===== src/rtl/fb_rect_fill.sv =====
// fb_rect_fill: walks a clipped rectangle in row-major order and emits one
// pixel write (x_pos, y_pos, color, en) per cycle while the framebuffer is ready.
module fb_rect_fill #(
  parameter int H_RES = 640,
  parameter int V_RES = 400
) (
  input  logic       clk,
  input  logic       reset,
  input  logic       cmd_valid,
  output logic       cmd_ready,
  input  logic [9:0] cmd_x0,
  input  logic [9:0] cmd_y0,
  input  logic [9:0] cmd_w,
  input  logic [9:0] cmd_h,
  input  logic [3:0] cmd_color,
  input  logic       fb_ready,
  output logic [9:0] x_pos,
  output logic [9:0] y_pos,
  output logic [3:0] color,
  output logic       en,
  output logic       busy,
  output logic       done
);

  localparam logic [10:0] LP_H = 11'(H_RES);
  localparam logic [10:0] LP_V = 11'(V_RES);

  typedef enum logic [1:0] {
    S_IDLE,
    S_FILL,
    S_DONE
  } state_t;

  state_t      r_state;
  state_t      w_next;

  logic [9:0]  r_x0;
  logic [10:0] r_x_end;
  logic [10:0] r_y_end;
  logic [3:0]  r_color;
  logic [9:0]  r_cx;
  logic [9:0]  r_cy;

  logic [10:0] w_x_sum;
  logic [10:0] w_y_sum;
  logic [10:0] w_x_end_cmd;
  logic [10:0] w_y_end_cmd;
  logic        w_empty;
  logic        w_accept;
  logic        w_load;

  logic [9:0]  w_bx0;
  logic [10:0] w_bxe;
  logic [10:0] w_bye;
  logic [9:0]  w_px;
  logic [9:0]  w_py;
  logic [3:0]  w_pcolor;
  logic        w_row_end;
  logic        w_last;

  logic        w_emit;
  logic [9:0]  w_cx_nxt;
  logic [9:0]  w_cy_nxt;
  logic        w_ready_nxt;

  // Command decode: clipped bounds at 11 bits and emptiness test.
  always_comb begin
    w_x_sum     = {1'b0, cmd_x0} + {1'b0, cmd_w};
    w_y_sum     = {1'b0, cmd_y0} + {1'b0, cmd_h};
    w_x_end_cmd = (w_x_sum > LP_H) ? LP_H : w_x_sum;
    w_y_end_cmd = (w_y_sum > LP_V) ? LP_V : w_y_sum;
    w_empty     = (cmd_w == '0) || (cmd_h == '0) ||
                  ({1'b0, cmd_x0} >= LP_H) || ({1'b0, cmd_y0} >= LP_V);
    w_accept    = cmd_valid && cmd_ready && (r_state == S_IDLE);
    w_load      = w_accept && !w_empty;
  end

  // Current pixel and bounds: on the accept edge they come straight from the
  // command so the first pixel can be written on that same edge; otherwise
  // from the latched copies.
  always_comb begin
    w_bx0     = w_load ? cmd_x0      : r_x0;
    w_bxe     = w_load ? w_x_end_cmd : r_x_end;
    w_bye     = w_load ? w_y_end_cmd : r_y_end;
    w_px      = w_load ? cmd_x0      : r_cx;
    w_py      = w_load ? cmd_y0      : r_cy;
    w_pcolor  = w_load ? cmd_color   : r_color;
    w_row_end = (({1'b0, w_px} + 11'd1) == w_bxe);
    w_last    = w_row_end && (({1'b0, w_py} + 11'd1) == w_bye);
  end

  // Next-state, pixel emit and cursor advance.
  // A one-pixel command written on the accept edge goes straight to DONE,
  // since FILL would have nothing left to do.
  always_comb begin
    w_next   = r_state;
    w_emit   = 1'b0;
    w_cx_nxt = r_cx;
    w_cy_nxt = r_cy;
    case (r_state)
      S_IDLE: if (w_accept) w_next = w_empty ? S_DONE : S_FILL;
      S_FILL: w_next = S_FILL;
      S_DONE: w_next = S_IDLE;
      default: w_next = S_IDLE;
    endcase
    if (w_load || (r_state == S_FILL)) begin
      w_cx_nxt = w_px;
      w_cy_nxt = w_py;
      if (fb_ready) begin
        w_emit = 1'b1;
        if (w_last) begin
          w_next = S_DONE;
        end else if (w_row_end) begin
          w_cx_nxt = w_bx0;
          w_cy_nxt = w_py + 10'd1;
        end else begin
          w_cx_nxt = w_px + 10'd1;
        end
      end
    end
    w_ready_nxt = (r_state == S_IDLE) && !w_accept;
  end

  // State, command latches, cursor and registered outputs.
  always_ff @(posedge clk) begin
    if (reset) begin
      r_state   <= S_IDLE;
      r_x0      <= '0;
      r_x_end   <= '0;
      r_y_end   <= '0;
      r_color   <= '0;
      r_cx      <= '0;
      r_cy      <= '0;
      cmd_ready <= 1'b0;
      busy      <= 1'b0;
      done      <= 1'b0;
      en        <= 1'b0;
      x_pos     <= '0;
      y_pos     <= '0;
      color     <= '0;
    end else begin
      r_state <= w_next;
      r_cx    <= w_cx_nxt;
      r_cy    <= w_cy_nxt;
      if (w_accept) begin
        r_x0    <= cmd_x0;
        r_x_end <= w_x_end_cmd;
        r_y_end <= w_y_end_cmd;
        r_color <= cmd_color;
      end
      cmd_ready <= w_ready_nxt;
      busy      <= !w_ready_nxt;
      done      <= (r_state == S_DONE);
      en        <= w_emit;
      if (w_emit) begin
        x_pos <= w_px;
        y_pos <= w_py;
        color <= w_pcolor;
      end
    end
  end

endmodule


===== config.mk =====
export PLATFORM = sky130hd
export DESIGN_NAME = fb_rect_fill
export DESIGN_NICKNAME = d
export VERILOG_FILES = /design/src/rtl/fb_rect_fill.sv
export SDC_FILE = /design/constraint.sdc
export NUM_CORES = 1
export LEC_CHECK = 0
export CAP_MARGIN = 5
export CORE_MARGIN = 5
export CORE_UTILIZATION = 55
export DETAILED_ROUTE_END_ITERATION = 8
export PLACE_DENSITY = 0.87
export SETUP_SLACK_MARGIN = 0.15
export SLEW_MARGIN = 15
export SYNTH_ARGS = -nofsm -noshare
export SYNTH_HDL_FRONTEND = slang
export SYNTH_SLANG_ARGS = --single-unit
export TNS_END_PERCENT = 1

===== constraint.sdc =====
create_clock -name clk -period 6.5 [get_ports clk]
set_input_delay 0.975 -clock clk [delete_from_list [all_inputs] [get_ports clk]]
set_output_delay 0.975 -clock clk [all_outputs]
set_load 0.01 [all_outputs]

==> impl_metrics.prom, run 1 <==
# TYPE chip_impl_metric gauge
chip_impl_metric{name="async_flop_share",unit="%"} 0
chip_impl_metric{name="ff_latch_count_synth",unit=""} 86
chip_impl_metric{name="placementRows",unit=""} 40
chip_impl_info{name="synth_top_cell_by_area",value="dfxtp_1"} 1
chip_impl_metric{name="crit_arrival",unit="ns"} 6.05
chip_impl_metric{name="wire_length_of_the_first_global_routing_pass",unit="um"} 31600
chip_impl_metric{name="cts_max_level",unit=""} 3
chip_impl_metric{name="initial_utilization",unit="%"} 55.6
chip_impl_metric{name="critical_path.max_fanout",unit=""} 7
chip_impl_metric{name="worst-slew-pin-transition",unit="ns"} 1.13
chip_impl_metric{name="layout_min_cycle_time",unit="ns"} 5.85
chip_impl_metric{name="critical_path_required",unit="ns"} 6.69
chip_impl_metric{name="resized_cells_post_cts",unit=""} 0
chip_impl_metric{name="netlist_instances",unit=""} 899
chip_impl_info{name="cp_slowest_cell",value="clkdlybuf4s50_1"} 1
chip_impl_metric{name="portBuffers",unit=""} 75
chip_impl_metric{name="avgSynthCellArea",unit="um2"} 7.36
chip_impl_metric{name="fraction_of_synthesized_cell_area_taken_by_the_top_area_cell_type",unit="%"} 26.0
chip_impl_metric{name="grt_pass1_vias",unit=""} 6181
chip_impl_metric{name="power_density",unit="nW/um2"} 189
chip_impl_metric{name="fin_setup_tns",unit="ns"} 0
chip_impl_metric{name="power.leakage",unit="nW"} 2.72
chip_impl_metric{name="final_hold_viol_count",unit=""} 0
chip_impl_info{name="startpoint_type",value="input pin"} 1
chip_impl_metric{name="grt_antenna_before_repair",unit=""} 0
chip_impl_metric{name="fp.dieArea",unit="um2"} 14300
chip_impl_metric{name="detailroute.via_count",unit=""} 7025
chip_impl_metric{name="max_stage_delay",unit="ns"} 0.58
chip_impl_metric{name="first_pass_iters",unit=""} 6
chip_impl_metric{name="layout-area-overhead-vs-synth",unit="%"} 16.5
chip_impl_metric{name="numCtsBuffers",unit=""} 9
chip_impl_metric{name="synth_edf_count",unit=""} 0
chip_impl_metric{name="dpl_cell_area",unit="um2"} 7440
chip_impl_metric{name="num-fill-cells",unit=""} 1047
chip_impl_info{name="cp-end-kind",value="flip-flop"} 1
chip_impl_metric{name="grt_max_degree",unit=""} 76
chip_impl_metric{name="synth_nets",unit=""} 971
chip_impl_metric{name="max_freq",unit="GHz"} 0.171
chip_impl_metric{name="layout.cell_area.non_filler",unit="um2"} 7710
chip_impl_metric{name="drive_gt1_share",unit="%"} 5.47
chip_impl_info{name="crit_family",value="simple AND/OR/NAND/NOR gates"} 1
chip_impl_metric{name="remaining_drc_errors",unit=""} 0
chip_impl_metric{name="cts-hold-fix-buffers",unit=""} 0
chip_impl_info{name="layout.cells.most_common_list",value="148 x nand2_1, 86 x dfxtp_1, 85 x nor2_1, 74 x clkdlybuf4s50_1, 68 x a21oi_1"} 1
chip_impl_metric{name="worst_rel_slew_slack",unit="%"} 24.4
chip_impl_metric{name="finalWeightedCongestion",unit=""} 1.00
chip_impl_metric{name="nets",unit=""} 1017
chip_impl_metric{name="synth_cell_types",unit=""} 89
chip_impl_metric{name="vias_per_cell",unit=""} 6.40
chip_impl_metric{name="tritoncts_num_sinks",unit=""} 86
chip_impl_metric{name="postRouteAntennaNets",unit=""} 0
chip_impl_metric{name="yosys_warnings",unit=""} 0
chip_impl_info{name="rsz0062_at_grt",value="no"} 1
chip_impl_metric{name="num_antenna_cells",unit=""} 0
chip_impl_metric{name="peakVddDrop",unit="V"} 0.000122
chip_impl_metric{name="worst_clock_skew",unit="ns"} 0.0100
chip_impl_metric{name="report.final.slew_viol_count",unit=""} 0
chip_impl_metric{name="synth.cell_area",unit="um2"} 6620
chip_impl_metric{name="cap_violations",unit=""} 0
chip_impl_metric{name="top_level_ports",unit=""} 76
chip_impl_metric{name="cts_max_path_buffers",unit=""} 2
chip_impl_metric{name="count_of_routing_violations_after_the_opening_detailed_route_iteration",unit=""} 1015
chip_impl_metric{name="reg2reg_slack",unit="ns"} 1.50
chip_impl_metric{name="die_height",unit="um"} 120
chip_impl_metric{name="clock_latency_reported_for_the_late_side_of_the_worst_skew_pair",unit="ns"} 0.35
chip_impl_info{name="synth-main-ff-cell",value="dfxtp_1"} 1
chip_impl_metric{name="postCtsSetupRepairBufs",unit=""} 0
chip_impl_info{name="timing.hold.worst.class",value="reg2reg"} 1
chip_impl_metric{name="grt_overflow",unit=""} 0
chip_impl_info{name="worstSetupPathType",value="in2reg"} 1
chip_impl_info{name="post_synth_main_area_contributors",value="dfxtp_1 26%, nand2_1 8.4%, xnor2_1 5.3%"} 1
chip_impl_metric{name="critical_path_buf_inv_count",unit=""} 3
chip_impl_metric{name="grt_util_overall",unit="%"} 26.6
chip_impl_metric{name="setup_viol",unit=""} 0
chip_impl_metric{name="post-route-period-util",unit="%"} 90.1
chip_impl_info{name="clockRootBuffer",value="clkbuf_16"} 1
chip_impl_metric{name="fin_hold_ws",unit="ns"} 0.455
chip_impl_metric{name="avgRoutedWirePerCell",unit="um"} 18.1
chip_impl_metric{name="die_width",unit="um"} 120
chip_impl_info{name="cts_tree",value="done"} 1
chip_impl_metric{name="routed_wl",unit="um"} 19900
chip_impl_info{name="result_of_the_run",value="finished, final reports clean"} 1
chip_impl_info{name="commonest_non_fill_non_tap_cell_in_the_layout",value="nand2_1"} 1
chip_impl_metric{name="dp.final_hpwl",unit="um"} 14600
chip_impl_metric{name="core",unit="um2"} 11900
chip_impl_metric{name="clkSlewWorstSetupHoldPaths",unit="ns"} 0.06
chip_impl_info{name="crit_path_cell_trace",value="clkdlybuf4s50_1, o311a_1, nor3_2, and3_2, nand2_1, a21boi_0, inv_1, ha_1, inv_1, nor4_1, xnor2_1, xnor2_1, o31ai_1, o2111ai_1, nor4_1, and4_1, nand2_1, o31a_1, nor3_1, a211oi_1"} 1
chip_impl_metric{name="yosysSeqAreaShare",unit="%"} 26.0
[per-stage QoR]
stage	std cells	power, mW	util (%)	setup slack, ns
after floorplan	899	0.837	-	0.465
after global placement	1081	0.962	62.4	0.455
after detailed placement	1081	0.966	62.4	0.432
after CTS	1097	1.45	64.7	0.730
after global routing	1097	1.52	64.7	0.250
final	1097	1.46	64.7	0.646
[layer usage]
layer  vias up  global-route usage (%)  part of all wire, %
li1       3367                       -                    -
met1      3150                    38.9                   43
met2       448                    39.2                   42
met3        60                    5.56                   12
met4         0                    8.23                  2.5
met5         -                       0                    0
[area by class of cell]
| class | count | area, um2 | area share [%] |
|---|---|---|---|
| clock buffers | 10 | 229 | 2.97 |
| inverters | 31 | 116 | 1.51 |
| clock inverters | 6 | 45.0 | 0.584 |
| multi-input cells | 729 | 4570 | 59.3 |
| well taps | 147 | 184 | 2.38 |
| flip-flops and latches | 86 | 1720 | 22.3 |
| repair buffers | 88 | 843 | 10.9 |
[registers in the layout (all words and copies together) (netlist names)]
name / count
en: 1
r_state: 2
r_x0: 10
cmd_ready: 1
r_cx: 10
r_cy: 10
r_x_end: 11
y_pos: 10
busy: 1
color: 4
done: 1
r_y_end: 11
r_color: 4
x_pos: 10
[final timing paths]
kind	startpoint	endpoint	cells past startpoint
max	cmd_y0[6]	r_cy[7]	20
min reg2reg	r_color[1]	r_color[1]	2
max reg2reg	r_state[1]	r_cy[7]	19
min	r_color[1]	r_color[1]	2
[tightest hold or removal path, cell delays in order, from the launching register on]
cell	delay, ns
dfxtp_1	0.31
nand2_1	0.05
a21oi_1	0.05
[cells in the mapped netlist, types with 7 or more instances]
cell and n:
a211oi_1 18, a21oi_1 69, a311oi_1 15, a31oi_1 8, and3_1 15, and4_1 7, buf_2 7, clkbuf_1 36
dfxtp_1 86, ha_1 22, inv_1 31, mux2i_1 10, nand2_1 148, nand3_1 35, nand4_1 15, nor2_1 85
nor2b_1 9, nor3_1 26, nor4_1 12, o211ai_1 8, o21a_1 7, o21ai_0 26, o22ai_1 8, or3_1 10
xnor2_1 40, xor2_1 27
[report_power, final]
group | leakage, nW | internal (mW) | switching [mW] | total, mW
sequential | 0.697 | 0.548 | 0.0173 | 0.566
clock | 0.126 | 0.261 | 0.231 | 0.492
combinational | 1.90 | 0.160 | 0.242 | 0.402
total | 2.72 | 0.970 | 0.490 | 1.46
[logic make-up after synthesis]
family	share of synthesized area, %
AO/OA/AOI/OAI	23.6
XOR/XNOR	9.57
adder cells (fa/ha/maj)	4.76
buffers and inverters	5.14
flip-flops	26.0
multiplexers	1.68
AND/OR/NAND/NOR	29.2
No activity file was read; power rests on OpenSTA's default activity.
==> run 2: changes to the inputs <==
--- a/config.mk
+++ b/config.mk
@@ -5,6 +5,8 @@
 export SDC_FILE = /design/constraint.sdc
 export NUM_CORES = 1
 export LEC_CHECK = 0
+export ABC_AREA = 1
+export ABC_CLOCK_PERIOD_IN_PS = 6500
 export CAP_MARGIN = 5
 export CORE_MARGIN = 5
 export CORE_UTILIZATION = 55
==> impl_metrics.prom, run 2 <==
# TYPE chip_impl_metric gauge
chip_impl_info{name="result_of_the_run",value="finished, final reports clean"} 1
chip_impl_metric{name="critical_path_required",unit="ns"} 6.75
chip_impl_metric{name="synth_nets",unit=""} 1263
chip_impl_metric{name="critical_path_buf_inv_count",unit=""} 4
chip_impl_metric{name="fin_setup_tns",unit="ns"} 0
chip_impl_metric{name="multiInputGateArea",unit="um2"} 4390
chip_impl_metric{name="power_switching",unit="mW"} 0.545
chip_impl_metric{name="cell_internal_power",unit="mW"} 1.02
chip_impl_metric{name="dp.final_hpwl",unit="um"} 15200
chip_impl_metric{name="routed_wl",unit="um"} 20100
chip_impl_metric{name="grt_max_degree",unit=""} 54
chip_impl_metric{name="finalWeightedCongestion",unit=""} 0.996
chip_impl_info{name="crit_family",value="simple AND/OR/NAND/NOR gates"} 1
chip_impl_info{name="synth-main-ff-cell",value="dfxtp_1"} 1
chip_impl_metric{name="synth_edf_count",unit=""} 0
chip_impl_metric{name="ff_latch_count_synth",unit=""} 86
chip_impl_metric{name="yosys_warnings",unit=""} 0
chip_impl_metric{name="max_stage_delay",unit="ns"} 0.54
chip_impl_info{name="ys_top_cells_by_count",value="428 x nand2_1, 140 x inv_1, 102 x nor2_1"} 1
chip_impl_info{name="timing.hold.worst.class",value="reg2reg"} 1
chip_impl_metric{name="crit_arrival",unit="ns"} 5.23
chip_impl_info{name="cp-end-kind",value="flip-flop"} 1
chip_impl_metric{name="avgSynthCellArea",unit="um2"} 5.76
chip_impl_metric{name="initial_utilization",unit="%"} 56.6
chip_impl_metric{name="final_cell_count_no_fill",unit=""} 1415
chip_impl_metric{name="first_pass_iters",unit=""} 7
chip_impl_metric{name="num-fill-cells",unit=""} 1126
chip_impl_metric{name="synth.cell_area",unit="um2"} 6860
chip_impl_metric{name="fp.dieArea",unit="um2"} 14800
chip_impl_metric{name="core",unit="um2"} 12100
chip_impl_metric{name="post-route-period-util",unit="%"} 76.6
chip_impl_metric{name="numCtsBuffers",unit=""} 9
chip_impl_metric{name="remaining_drc_errors",unit=""} 0
chip_impl_metric{name="power.leakage",unit="nW"} 3.86
chip_impl_metric{name="setup_viol",unit=""} 0
chip_impl_info{name="start_point_of_the_worst_min_delay_path",value="r_y_end[10]"} 1
chip_impl_metric{name="count_of_routing_violations_after_the_opening_detailed_route_iteration",unit=""} 871
chip_impl_metric{name="cts_max_path_buffers",unit=""} 2
chip_impl_metric{name="clkSlewWorstSetupHoldPaths",unit="ns"} 0.06
chip_impl_metric{name="clock_latency_reported_for_the_late_side_of_the_worst_skew_pair",unit="ns"} 0.35
chip_impl_info{name="startpoint_type",value="input pin"} 1
chip_impl_metric{name="cap_violations",unit=""} 0
chip_impl_metric{name="num_antenna_cells",unit=""} 0
chip_impl_metric{name="avgRoutedWirePerCell",unit="um"} 14.2
chip_impl_metric{name="switching_share",unit="%"} 34.8
chip_impl_metric{name="placedCellCount",unit=""} 1400
chip_impl_metric{name="power_density",unit="nW/um2"} 196
chip_impl_info{name="largest_registers",value="r_x_end (11), r_y_end (11)"} 1
chip_impl_metric{name="wire_length_of_the_first_global_routing_pass",unit="um"} 33100
chip_impl_metric{name="layout-area-overhead-vs-synth",unit="%"} 16.4
chip_impl_metric{name="nets",unit=""} 1315
chip_impl_metric{name="cts_max_level",unit=""} 3
chip_impl_metric{name="grt_util_overall",unit="%"} 27.6
chip_impl_metric{name="drive_gt1_share",unit="%"} 5.93
chip_impl_metric{name="die_width",unit="um"} 122
chip_impl_metric{name="grt_overflow",unit=""} 0
chip_impl_info{name="crit_path_cell_trace",value="clkdlybuf4s50_1, nand2_1, nor3_4, buf_4, nand2_1, o21ai_2, ha_1, nand2_1, nor2_1, nand3_1, nand2_2, nand2_1, nand2_1, nand2_1, nor2_1, nand3_1, buf_4, nor2_2, nand2_1, nand2_1, nand2_1, o21bai_1, inv_1"} 1
chip_impl_metric{name="placementRows",unit=""} 40
chip_impl_metric{name="worst-slew-pin-transition",unit="ns"} 0.650
chip_impl_metric{name="grt_antenna_before_repair",unit=""} 0
chip_impl_metric{name="logic_pwr_share",unit="%"} 29.8
chip_impl_metric{name="async_flop_share",unit="%"} 0
chip_impl_metric{name="fraction_of_synthesized_cell_area_taken_by_the_top_area_cell_type",unit="%"} 25.1
chip_impl_metric{name="detailroute.via_count",unit=""} 7835
chip_impl_info{name="synth.most_common_cell",value="nand2_1"} 1
chip_impl_info{name="cts_tree",value="done"} 1
chip_impl_metric{name="power.sequential.fraction",unit="%"} 36.5
chip_impl_metric{name="ff_latch_area",unit="um2"} 1720
chip_impl_metric{name="worst_rel_slew_slack",unit="%"} 56.6
chip_impl_info{name="cp_slowest_cell",value="buf_4"} 1
chip_impl_info{name="commonest_non_fill_non_tap_cell_in_the_layout",value="nand2_1"} 1
chip_impl_metric{name="postRouteAntennaNets",unit=""} 0
chip_impl_metric{name="resized_cells_post_cts",unit=""} 0
chip_impl_metric{name="portBuffers",unit=""} 75
chip_impl_metric{name="yosysSeqAreaShare",unit="%"} 25.1
chip_impl_metric{name="synth_cell_types",unit=""} 42
chip_impl_metric{name="layout_min_cycle_time",unit="ns"} 4.98
chip_impl_metric{name="report.final.slew_viol_count",unit=""} 0
chip_impl_metric{name="vias_per_cell",unit=""} 5.54
chip_impl_info{name="critical-path-top-cell-by-count",value="nand2_1"} 1
chip_impl_metric{name="tritoncts_num_sinks",unit=""} 86
chip_impl_metric{name="die_height",unit="um"} 122
chip_impl_info{name="synth_top_cell_by_area",value="dfxtp_1"} 1
chip_impl_metric{name="cts-hold-fix-buffers",unit=""} 0
chip_impl_info{name="rsz0062_at_grt",value="no"} 1
chip_impl_info{name="worstSetupPathType",value="in2reg"} 1
chip_impl_metric{name="grt_pass1_vias",unit=""} 7066
chip_impl_info{name="layout.cells.most_common_list",value="428 x nand2_1, 140 x inv_1, 101 x nor2_1, 100 x nand3_1, 86 x dfxtp_1"} 1
chip_impl_metric{name="top_level_ports",unit=""} 76
chip_impl_info{name="startpoint",value="cmd_valid"} 1
chip_impl_metric{name="peakVddDrop",unit="V"} 0.000115
chip_impl_metric{name="max_freq",unit="GHz"} 0.201
chip_impl_metric{name="netlist_instances",unit=""} 1191
chip_impl_metric{name="p_clk_share",unit="%"} 33.7
chip_impl_info{name="clockRootBuffer",value="clkbuf_16"} 1
chip_impl_metric{name="final_hold_viol_count",unit=""} 0
chip_impl_metric{name="worst_clock_skew",unit="ns"} 0.00699
chip_impl_info{name="worst_r2r_startpoint",value="cmd_ready"} 1
chip_impl_metric{name="postCtsSetupRepairBufs",unit=""} 0
chip_impl_info{name="post_synth_main_area_contributors",value="dfxtp_1 25%, nand2_1 23%, inv_1 7.7%"} 1
chip_impl_metric{name="critical_path.max_fanout",unit=""} 53
==> run 2: changes by cell type after synthesis, sizes merged, moves of 12 or more <==
cell,delta
nor2,+32
xor2,-25
a311oi,-15
nand2,+290
nor3,-20
o21ai,+48
and3,-16
nand3,+68
nand4,+17
xnor2,-38
a211oi,-18
inv,+115
nor4,-12
==> run 2: power by group through the flow <==
stage,sequential [mW],clock (mW),combinational [mW]
floorplan,0.582,0,0.320
global placement,0.581,0,0.449
detailed placement,0.581,0,0.454
CTS,0.570,0.529,0.458
global route,0.574,0.548,0.522
finish,0.570,0.527,0.466
==> run 2: tightest hold or removal path: stages (launching register included) <==
cell and delay (ns):
dfxtp_1 0.30, inv_1 0.06, nor3_1 0.05
==> run 2: cell type report <==
type / count / area share, %
Clock buffer: 9 / 2.82
Clock inverter: 6 / 0.910
Inverter: 147 / 6.92
Multi-Input combinational cell: 916 / 55.0
Sequential cell: 86 / 21.6
Tap cell: 168 / 2.63
Timing Repair Buffer: 83 / 10.2
==> run 2: worst paths after layout <==
path              slack (ns)  cells past startpoint           to
setup / recovery        1.52                     23      r_cy[9]
hold / removal          0.45                      2  r_y_end[10]
setup reg to reg        2.26                     22      r_cy[9]
hold reg to reg         0.45                      2  r_y_end[10]
==> run 2: cell families after synthesis <==
kind of cell | count (synthesis) | share of synthesized area [%]
compound gates | 176 | 13.8
xor+xnor | 4 | 0.511
fa+ha+maj | 24 | 4.60
buf+inv | 189 | 11.0
flops | 86 | 25.1
simple gates | 712 | 45.1
==> run 2: per-stage QoR <==
stage | instance area, um2 | setup WS, ns | utilization, % | power (mW) | hold slack, ns
floorplan | 6860 | 2.71 | - | 0.902 | 0.425
global placement | 7680 | 1.32 | 63.4 | 1.03 | 0.433
detailed placement | 7680 | 1.29 | 63.4 | 1.04 | 0.441
CTS | 7980 | 1.61 | 65.9 | 1.56 | 0.451
global route | 7980 | 1.18 | 65.9 | 1.64 | 0.478
finish | 7980 | 1.52 | 65.9 | 1.56 | 0.445
==> run 2: routing by layer <==
layer,track usage [%],vias up,wire (um)
met1,35.9,3444,8450
met4,13.1,0,818
met2,44.0,405,8910
li1,-,3910,-
met3,5.43,76,1940
met5,0,-,0
